### src/rtl/irq_priority_encoder.sv
// Registered 8-to-3 priority encoder. Rising request edges latch into a pending register.
// The highest unmasked pending index is presented with a valid/acknowledge handshake.
module irq_priority_encoder (
  input  logic       Clk,
  input  logic       Reset,
  input  logic [7:0] Req,
  input  logic [7:0] Mask,
  input  logic       En,
  input  logic       Ack,
  output logic [2:0] Code,
  output logic       Valid,
  output logic [7:0] Pend
);

  typedef enum logic [0:0] {StIdle, StPresent} state_e;

  state_e     state_q, state_d;
  logic [7:0] req_prev_q;
  logic [7:0] pend_q, pend_d;
  logic [2:0] code_q, code_d;
  logic       valid_q, valid_d;

  logic [7:0] req_event;
  logic [7:0] eligible;
  logic [7:0] clr;
  logic [2:0] top_idx;

  assign req_event = Req & ~req_prev_q;
  assign eligible  = pend_q & ~Mask;

  // Ascending scan so the highest set bit is the last one written.
  always_comb begin
    top_idx = 3'd0;
    for (int i = 0; i < 8; i++) begin
      if (eligible[i]) begin
        top_idx = 3'(i);
      end
    end
  end

  always_comb begin
    state_d = state_q;
    code_d  = code_q;
    valid_d = valid_q;
    clr     = 8'h00;
    unique case (state_q)
      StIdle: begin
        if (En && (eligible != 8'h00)) begin
          state_d = StPresent;
          code_d  = top_idx;
          valid_d = 1'b1;
        end
      end
      StPresent: begin
        if (Ack) begin
          state_d = StIdle;
          valid_d = 1'b0;
          clr     = 8'h01 << code_q;
        end
      end
      default: begin
        state_d = StIdle;
        valid_d = 1'b0;
      end
    endcase
    // A new event on a bit being cleared keeps that bit pending.
    pend_d = (pend_q & ~clr) | req_event;
  end

  always_ff @(posedge Clk) begin
    req_prev_q <= Req;
    if (Reset) begin
      state_q <= StIdle;
      pend_q  <= 8'h00;
      code_q  <= 3'd0;
      valid_q <= 1'b0;
    end else begin
      state_q <= state_d;
      pend_q  <= pend_d;
      code_q  <= code_d;
      valid_q <= valid_d;
    end
  end

  assign Code  = code_q;
  assign Valid = valid_q;
  assign Pend  = pend_q;

endmodule

### config.mk
export PLATFORM = sky130hd
export DESIGN_NAME = irq_priority_encoder
export DESIGN_NICKNAME = d
export VERILOG_FILES = /design/src/rtl/irq_priority_encoder.sv
export SDC_FILE = /design/constraint.sdc
export NUM_CORES = 1
export LEC_CHECK = 0
export ABC_AREA = 1
export CAP_MARGIN = 20
export CORE_MARGIN = 2
export CORE_UTILIZATION = 46
export DETAILED_ROUTE_END_ITERATION = 10
export GPL_ROUTABILITY_DRIVEN = 0
export PLACE_DENSITY_LB_ADDON = 0.25
export SLEW_MARGIN = 20
export SYNTH_ARGS = -nofsm -noshare
export SYNTH_HDL_FRONTEND = slang
export SYNTH_SLANG_ARGS = --single-unit
### constraint.sdc
create_clock -name Clk -period 3.4 [get_ports Clk]
set_clock_uncertainty 0.15 [all_clocks]
set_input_delay 0.34 -clock Clk [delete_from_list [all_inputs] [get_ports Clk]]
set_output_delay 0.34 -clock Clk [all_outputs]
set_load 0.005 [all_outputs]
==> impl_metrics.py, run 1 <==
metrics = {
    "yosys": {
        "synthTopCellsByCount": "nand2_1, inv_1, dfxtp_1, a21oi_1, o21ai_0",
        "ys_seq_area_share_pct": 48.2,
        "yosys_register_bits": 21,
        "synthDistinctLibCells": 15,
        "ys_warn_count": 0,
        "async_flop_share_pct": 0,
        "synth_fp_nets": 137,
        "synth_edf_count": 0,
        "syn-cell-area_um2": 872,
        "yosysMostFrequentCell": "nand2_1",
        "syn_area_per_cell_um2": 7.45,
        "yosysTopAreaCellShare_pct": 48.2,
        "synth_area_leaders": "dfxtp_1, nand2_1, inv_1, a21oi_1, nand2_2",
        "synthCells": 117,
        "synth_area_leader_cell": "dfxtp_1",
        "synth_flop_cell": "dfxtp_1",
    },
    "worst_setup_path": {
        "crit_arrival_ps": 1240,
        "cp.required_ps": 2910,
        "cp_max_fo": 4,
        "critPathSlowestCell": "clkdlybuf4s50_1",
        "crit_path_end_kind": "primary output",
        "r2r-end": "Code[1]$_SDFFE_PP0P_",
        "rr_startpoint": "Pend[7]$_SDFF_PP0_",
        "startpoint_type": "register",
        "crit_path_start": "Code[0]$_SDFFE_PP0P_",
        "cpLargestDelayFamily": "buffers and inverters",
        "rrSetupSlack_ps": 2160,
        "crit_buf_inv": 1,
        "crit_chain": "clkdlybuf4s50_1",
        "reg2reg_depth": 8,
        "critPathKind": "register to primary output",
        "max_stage_delay_ps": 530,
    },
    "timing": {
        "drv_slew": 0,
        "clock.fmax_mhz": 578,
        "layout_min_cycle_time_ps": 1730,
        "hold_ws_ps": 317,
        "hold_violations": 0,
        "setup_viol": 0,
        "rsz0062_at_grt": "false",
        "maxSlewHeadroom_pct": 76.8,
        "finalSetupTns_ps": 0,
        "worstMarginPinSlew_ps": 347,
        "fin_crit_sh_pct": 50.9,
    },
    "placement": {
        "io_buffers": 31,
        "place_hpwl_um": 1500,
    },
    "finish": {
        "diodes": 0,
        "syn2layout_area_growth_pct": 41.6,
        "final_nets": 172,
        "drive_gt1_share_pct": 11.3,
        "nFillCells": 150,
    },
    "detailed_routing": {
        "firstDrtPassIters": 4,
        "drtIter0Drc": 11,
        "num_vias": 804,
        "antenna_left": 0,
        "drc": 0,
        "post_drt_via_cell_ratio": 4.57,
        "drt_wl_total_um": 1830,
        "wl_per_cell_um": 10.4,
    },
    "clocking": {
        "postCtsSetupRepairBufs": 0,
        "cts_resized": 0,
        "cts_tree": "built",
        "clk_latency_ps": 300,
        "ctsHoldBuffers": 0,
        "root_buffer": "clkbuf_4",
        "cts_max_path_buffers": 2,
        "cts.sinks": 21,
        "htreeDepth": 1,
        "cts_buffers": 3,
        "path_clk_slew_ps": 110,
    },
    "floorplanning": {
        "ios": 32,
        "die_w_um": 47.5,
        "fp.dieH_um": 47.5,
        "start_util_pct": 49.4,
        "core-area_um2": 1760,
        "dieArea_um2": 2260,
        "placementRows": 15,
    },
    "global_routing": {
        "grt.met1_usage_pct": 23.0,
        "grt_use_total_pct": 18.2,
        "antenna_found_initial": 0,
        "grt_pass1_vias": 737,
        "grt_use_met2_pct": 28.1,
        "grt_pass1_wl_um": 2840,
        "grt_overflow_total": 0,
        "met3_usage_pct": 3.77,
        "grt_max_degree": 12,
        "grt_busiest_layer": "met2",
    },
    "power": {
        "power.density_nw_per_um2": 412,
        "p_leak_nw": 0.582,
        "ir_drop_v": 0.000273,
    },
    "min_path": {
        "holdPathEnd": "Valid$_SDFFE_PP0P_",
        "hold_path_class": "register to register",
        "hp-start": "Valid$_SDFFE_PP0P_",
        "whs_path_depth": 2,
    },
    "run": {
        "drv_cap": 0,
    },
    "outcome": {
        "run_status": "finished, final reports clean",
    },
}
==> worst max path at each step <==
stage / to / slack, ps / cells after the start
after floorplan: Code[1]$_SDFFE_PP0P_ / 2230 / 9
after global placement: Code[1]$_SDFFE_PP0P_ / 1710 / 10
after detailed placement: Code[1]$_SDFFE_PP0P_ / 1660 / 10
after CTS: Code[1] / 1670 / 1
after global routing: Code[0] / 1640 / 1
final: Code[0] / 1670 / 1
==> kinds of logic after synthesis <==
logic type             synth area share, %
and+or+nand+nor                       28.3
buffers and inverters                 11.3
DFF                                   48.2
AOI/OAI and AO/OA                     12.2
==> power by group <==
part | switching [mW] | leakage, nW | internal, mW
Clock | 0.0723 | 0.0150 | 0.0458
Sequential | 0.0118 | 0.175 | 0.265
Combinational | 0.0521 | 0.392 | 0.0618
Total | 0.136 | 0.582 | 0.372
==> flip-flops by register name (all words and copies together) (netlist names) <==
register	count
Valid	1
Pend	8
req_prev_q	8
Code	3
state_q	1
==> per-layer routing <==
metal	up-vias	part of all wire [%]	wire length, um
met2	26	45	822
met5	-	0	0
met1	347	46	848
met4	0	2.5	46
li1	424	-	-
met3	7	6.2	114
==> worst register-to-register path: stages (launching register included) <==
cell	delay, ps
dfxtp_1	330
nand2_1	130
nand2_2	90
nor2_4	110
nand2_4	70
nand3_4	80
nand2_1	60
nand2_1	70
nor2_2	40
==> final cells by class <==
class	instances	area [um2]	share of cell area [%]
flip-flops and latches	21	420	34.0
multi-input cells	70	353	28.6
well taps	25	31.3	2.53
inverters	25	93.8	7.60
repair buffers	31	310	25.1
clock buffers	4	26.3	2.13
==> placed cells by master, fill, tap and decap left out <==
| master | instances |
|---|---|
| nand2_1 | 31 |
| clkbuf_4 | 3 |
| nand4_1 | 2 |
| o21ai_0 | 8 |
| dfxtp_1 | 21 |
| clkdlybuf4s50_1 | 31 |
| a21boi_0 | 1 |
| nor2_2 | 3 |
| nand2_4 | 1 |
| a31o_2 | 1 |
| nand3_4 | 1 |
| nand2_2 | 7 |
| nor2_4 | 1 |
| inv_1 | 25 |
| clkbuf_1 | 1 |
| nor2_1 | 4 |
| a21oi_1 | 10 |
==> through the flow <==
stage	worst slack [ps]	power, mW	instances	utilization [%]	cell area, um2
2_1_floorplan	2230	0.337	117	-	872
3_3_place_gp	1710	0.393	172	68.5	1210
3_5_place_dp	1660	0.396	172	68.5	1210
4_1_cts	1670	0.511	176	70.0	1230
5_1_grt	1640	0.532	176	70.0	1230
6_report	1670	0.508	176	70.0	1230
Note: power is estimated with default switching activity, not from simulation.
==> run 2: changes to the inputs <==
- CORE_UTILIZATION: 46 -> 42
- clock period: 3.4 -> 1.6 ns (I/O delays scaled with it)
==> impl_metrics.py, run 2 (synthesis gave the netlist of run 1 again) <==
metrics = {
    "min_path": {
        "hold_path_class": "input port to register",
        "hp-start": "Req[1]",
    },
    "clocking": {
        "path_clk_slew_ps": 110,
        "clk_latency_ps": 300,
        "postCtsSetupRepairBufs": 0,
        "root_buffer": "clkbuf_4",
        "ctsHoldBuffers": 0,
        "htreeDepth": 1,
        "cts.sinks": 21,
        "cts_tree": "built",
        "cts_max_path_buffers": 2,
        "cts_buffers": 3,
    },
    "detailed_routing": {
        "num_vias": 831,
        "drc": 0,
        "drtIter0Drc": 24,
        "firstDrtPassIters": 4,
        "post_drt_via_cell_ratio": 4.67,
        "drt_wl_total_um": 1900,
        "antenna_left": 0,
        "wl_per_cell_um": 10.7,
    },
    "finish": {
        "diodes": 0,
        "postLayoutCoreUtil_pct": 63.1,
        "final_nets": 172,
        "drive_gt1_share_pct": 11.9,
        "final_cell_mix": "nand2_1, clkdlybuf4s50_1, inv_1, dfxtp_1, a21oi_1",
        "syn2layout_area_growth_pct": 42.0,
        "nFillCells": 189,
    },
    "worst_setup_path": {
        "crit_path_end_kind": "primary output",
        "rrSetupSlack_ps": 380,
        "cp.required_ps": 1290,
        "crit_arrival_ps": 1230,
        "rr_startpoint": "Pend[5]$_SDFF_PP0_",
        "startpoint_type": "register",
        "critPathSlowestCell": "clkdlybuf4s50_1",
        "cp_max_fo": 4,
        "cpLargestDelayFamily": "buffers and inverters",
        "max_stage_delay_ps": 530,
        "crit_chain": "clkdlybuf4s50_1",
        "critPathKind": "register to primary output",
        "crit_buf_inv": 1,
        "crit_path_start": "Code[0]$_SDFFE_PP0P_",
    },
    "floorplanning": {
        "core-area_um2": 1960,
        "ios": 32,
        "start_util_pct": 44.5,
        "dieArea_um2": 2460,
        "die_w_um": 49.6,
        "placementRows": 16,
        "fp.dieH_um": 49.6,
    },
    "power": {
        "p_leak_nw": 0.582,
        "ir_drop_v": 0.000544,
        "clkPwrFrac_pct": 23.0,
        "switchingPower_uw": 287,
        "sequentialPowerShare_pct": 54.7,
        "internal_power_uw": 791,
        "switching_share_pct": 26.6,
        "power.density_nw_per_um2": 870,
        "p_comb_share_pct": 22.3,
    },
    "timing": {
        "maxSlewHeadroom_pct": 77.6,
        "hold_violations": 0,
        "fin_crit_sh_pct": 96.4,
        "clock.fmax_mhz": 649,
        "setup_viol": 0,
        "drv_slew": 0,
        "layout_min_cycle_time_ps": 1540,
        "rsz0062_at_grt": "false",
        "hold_ws_ps": 174,
        "worstMarginPinSlew_ps": 336,
        "finalSetupTns_ps": 0,
    },
    "global_routing": {
        "grt_use_total_pct": 17.5,
        "grt_pass1_wl_um": 3310,
        "grt_busiest_layer": "met2",
        "met3_usage_pct": 4.55,
        "antenna_found_initial": 0,
        "grt_use_met2_pct": 29.1,
        "grt_pass1_vias": 803,
        "grt.met1_usage_pct": 21.4,
        "grt_overflow_total": 0,
        "grt_max_degree": 12,
    },
    "placement": {
        "place_hpwl_um": 1540,
        "io_buffers": 31,
    },
    "run": {
        "drv_cap": 0,
    },
    "outcome": {
        "run_status": "finished, final reports clean",
    },
}
-- run 2: cell counts in the layout (fill, tap and decap cells not counted) --
No cell type changed its count.
-- run 2: metal layers --
layer	vias up	routed length (um)	part of all wire (%)
met5	-	0	0
li1	424	-	-
met1	380	864	45
met2	23	907	48
met3	4	103	5.4
met4	0	25	1.3
-- run 2: through the flow --
stage | std cells | total power [mW] | setup WS, ps | instance area [um2]
3_3_place_gp | 174 | 0.836 | 86.4 | 1210
2_1_floorplan | 117 | 0.716 | 464 | 872
6_report | 178 | 1.08 | 58.2 | 1240
3_5_place_dp | 174 | 0.841 | 69.5 | 1210
5_1_grt | 178 | 1.15 | 16.9 | 1240
4_1_cts | 178 | 1.09 | 41.5 | 1240
-- run 2: path summary, 6_finish.rpt --
kind                                 to  depth (start not counted)
setup / recovery                Code[0]                          1
hold / removal    req_prev_q[1]$_DFF_P_                          1
setup reg to reg   Code[1]$_SDFFE_PP0P_                          8
hold reg to reg      Valid$_SDFFE_PP0P_                          2
-- run 2: cell type report --
| cell class | count | area [um2] | share of cell area, % |
|---|---|---|---|
| sequential | 21 | 422 | 34.0 |
| multi-input combinational | 70 | 353 | 28.5 |
| timing repair buffer | 31 | 310 | 25.1 |
| inverter | 25 | 93.8 | 7.58 |
| tap | 27 | 33.8 | 2.73 |
| clock buffer | 4 | 26.3 | 2.12 |
-- run 2: power by group through the flow --
stage	Sequential (mW)	Combinational, mW	Clock [mW]
after floorplan	0.598	0.118	0
after global placement	0.599	0.237	0
after detailed placement	0.601	0.240	0
after CTS	0.589	0.242	0.258
after global routing	0.595	0.268	0.283
final	0.590	0.240	0.248
-- run 2: worst register-to-register path, delay by kind of cell (launching register included) --
kind | cells | cell delay, ps
AND/OR/NAND/NOR | 8 | 630
flip-flops | 1 | 360
-- run 2: what timing repair did --
action,CTS,global route
gates resized for setup,0,1
hold endpoints to repair,0,0
setup endpoints to repair,0,1
==> run 3: changes to the inputs <==
- REMOVE_ABC_BUFFERS: unset -> 1
==> impl_metrics.py, run 3 (synthesis gave the netlist of run 1 again) <==
metrics = {
    "timing": {
        "layout_setup_ws_ps": 71.2,
        "setup_viol": 0,
        "finalSetupTns_ps": 0,
        "rsz0062_at_grt": "false",
        "maxSlewHeadroom_pct": 86.1,
        "layout_min_cycle_time_ps": 1530,
        "hold_violations": 0,
        "clock.fmax_mhz": 654,
        "fin_crit_sh_pct": 95.5,
        "worstMarginPinSlew_ps": 208,
        "drv_slew": 0,
    },
    "detailed_routing": {
        "antenna_left": 0,
        "post_drt_via_cell_ratio": 4.36,
        "num_vias": 780,
        "wl_per_cell_um": 10.1,
        "drc": 0,
        "firstDrtPassIters": 4,
        "drt_wl_total_um": 1810,
        "drtIter0Drc": 4,
    },
    "placement": {
        "io_buffers": 31,
        "place_ws_ps": 66.5,
        "place_hpwl_um": 1480,
    },
    "clocking": {
        "htreeDepth": 1,
        "clk_latency_ps": 310,
        "cts_buffers": 3,
        "path_clk_slew_ps": 110,
        "cts_max_path_buffers": 2,
        "cts.sinks": 21,
        "root_buffer": "clkbuf_4",
        "cts_tree": "built",
        "ctsHoldBuffers": 0,
        "cts_resized": 0,
        "postCtsSetupRepairBufs": 0,
    },
    "finish": {
        "final-seq-area_um2": 422,
        "drive_gt1_share_pct": 12.5,
        "diodes": 0,
        "syn2layout_area_growth_pct": 42.9,
        "nFillCells": 196,
        "postLayoutCoreUtil_pct": 63.5,
        "final_cell_mix": "nand2_1, clkdlybuf4s50_1, inv_1, dfxtp_1, a21oi_1",
        "final_nets": 173,
        "multiInputGateArea_um2": 353,
    },
    "floorplanning": {
        "ios": 32,
        "die_w_um": 49.6,
        "core-area_um2": 1960,
        "dieArea_um2": 2460,
        "start_util_pct": 44.5,
        "fp.dieH_um": 49.6,
        "placementRows": 16,
    },
    "global_routing": {
        "grt_use_total_pct": 16.9,
        "grt_overflow_total": 0,
        "grt_pass1_wl_um": 3120,
        "grt_pass1_vias": 753,
        "antenna_found_initial": 0,
        "grt_max_degree": 12,
    },
    "power": {
        "power.density_nw_per_um2": 868,
        "ir_drop_v": 0.000559,
        "p_leak_nw": 0.587,
    },
    "worst_setup_path": {
        "reg2reg_depth": 8,
        "rr_startpoint": "Pend[5]$_SDFF_PP0_",
        "critPathSlowestCell": "clkdlybuf4s50_1",
        "cp.required_ps": 1290,
        "startpoint_type": "register",
        "crit_buf_inv": 1,
        "rrSetupSlack_ps": 390,
        "max_stage_delay_ps": 520,
        "crit_arrival_ps": 1220,
        "cpLargestDelayFamily": "buffers and inverters",
        "crit_path_end_kind": "primary output",
        "cp_max_fo": 3,
        "critPathKind": "register to primary output",
        "crit_chain": "clkdlybuf4s50_1",
        "r2r-end": "Code[1]$_SDFFE_PP0P_",
    },
    "run": {
        "drv_cap": 0,
    },
    "min_path": {
        "hp-start": "Req[2]",
        "hold_path_class": "input port to register",
        "whs_path_depth": 1,
        "holdPathEnd": "req_prev_q[2]$_DFF_P_",
    },
    "outcome": {
        "run_status": "finished, final reports clean",
    },
}
-- run 3: layout make-up --
class,instances,share of cell area (%)
clock buffer,4,2.11
tap,27,2.71
multi-input combinational,70,28.3
inverter,25,7.53
timing repair buffer,32,25.5
sequential,21,33.8
-- run 3: where the power goes --
part           total [mW]  switching (mW)  internal [mW]
clock               0.253           0.156         0.0974
sequential          0.587          0.0247          0.563
combinational       0.241           0.108          0.133
total                1.08           0.289          0.793
-- run 3: worst max path at each step --
stage,cells past startpoint,startpoint,endpoint
floorplan,8,Pend[3]$_SDFF_PP0_,Code[1]$_SDFFE_PP0P_
global placement,10,Mask[3],Code[1]$_SDFFE_PP0P_
detailed placement,10,Mask[3],Code[1]$_SDFFE_PP0P_
CTS,1,Code[1]$_SDFFE_PP0P_,Code[1]
global route,1,Code[0]$_SDFFE_PP0P_,Code[0]
finish,1,Pend[5]$_SDFF_PP0_,Pend[5]
-- run 3: metal layers --
metal | up-vias | global-route usage [%] | part of all wire (%)
met3 | 5 | 3.94 | 5.5
met2 | 23 | 27.8 | 45
met1 | 328 | 18.9 | 46
met5 | - | 0 | 0
li1 | 424 | - | -
met4 | 0 | 12.5 | 3.3
-- run 3: metrics by stage --
step	area, um2	power [mW]	hold WS [ps]	std cells
after floorplan	867	0.713	37.7	116
after global placement	1220	0.836	297	175
after detailed placement	1220	0.841	311	175
after CTS	1240	1.10	155	179
after global routing	1250	1.15	159	179
final	1250	1.08	165	179
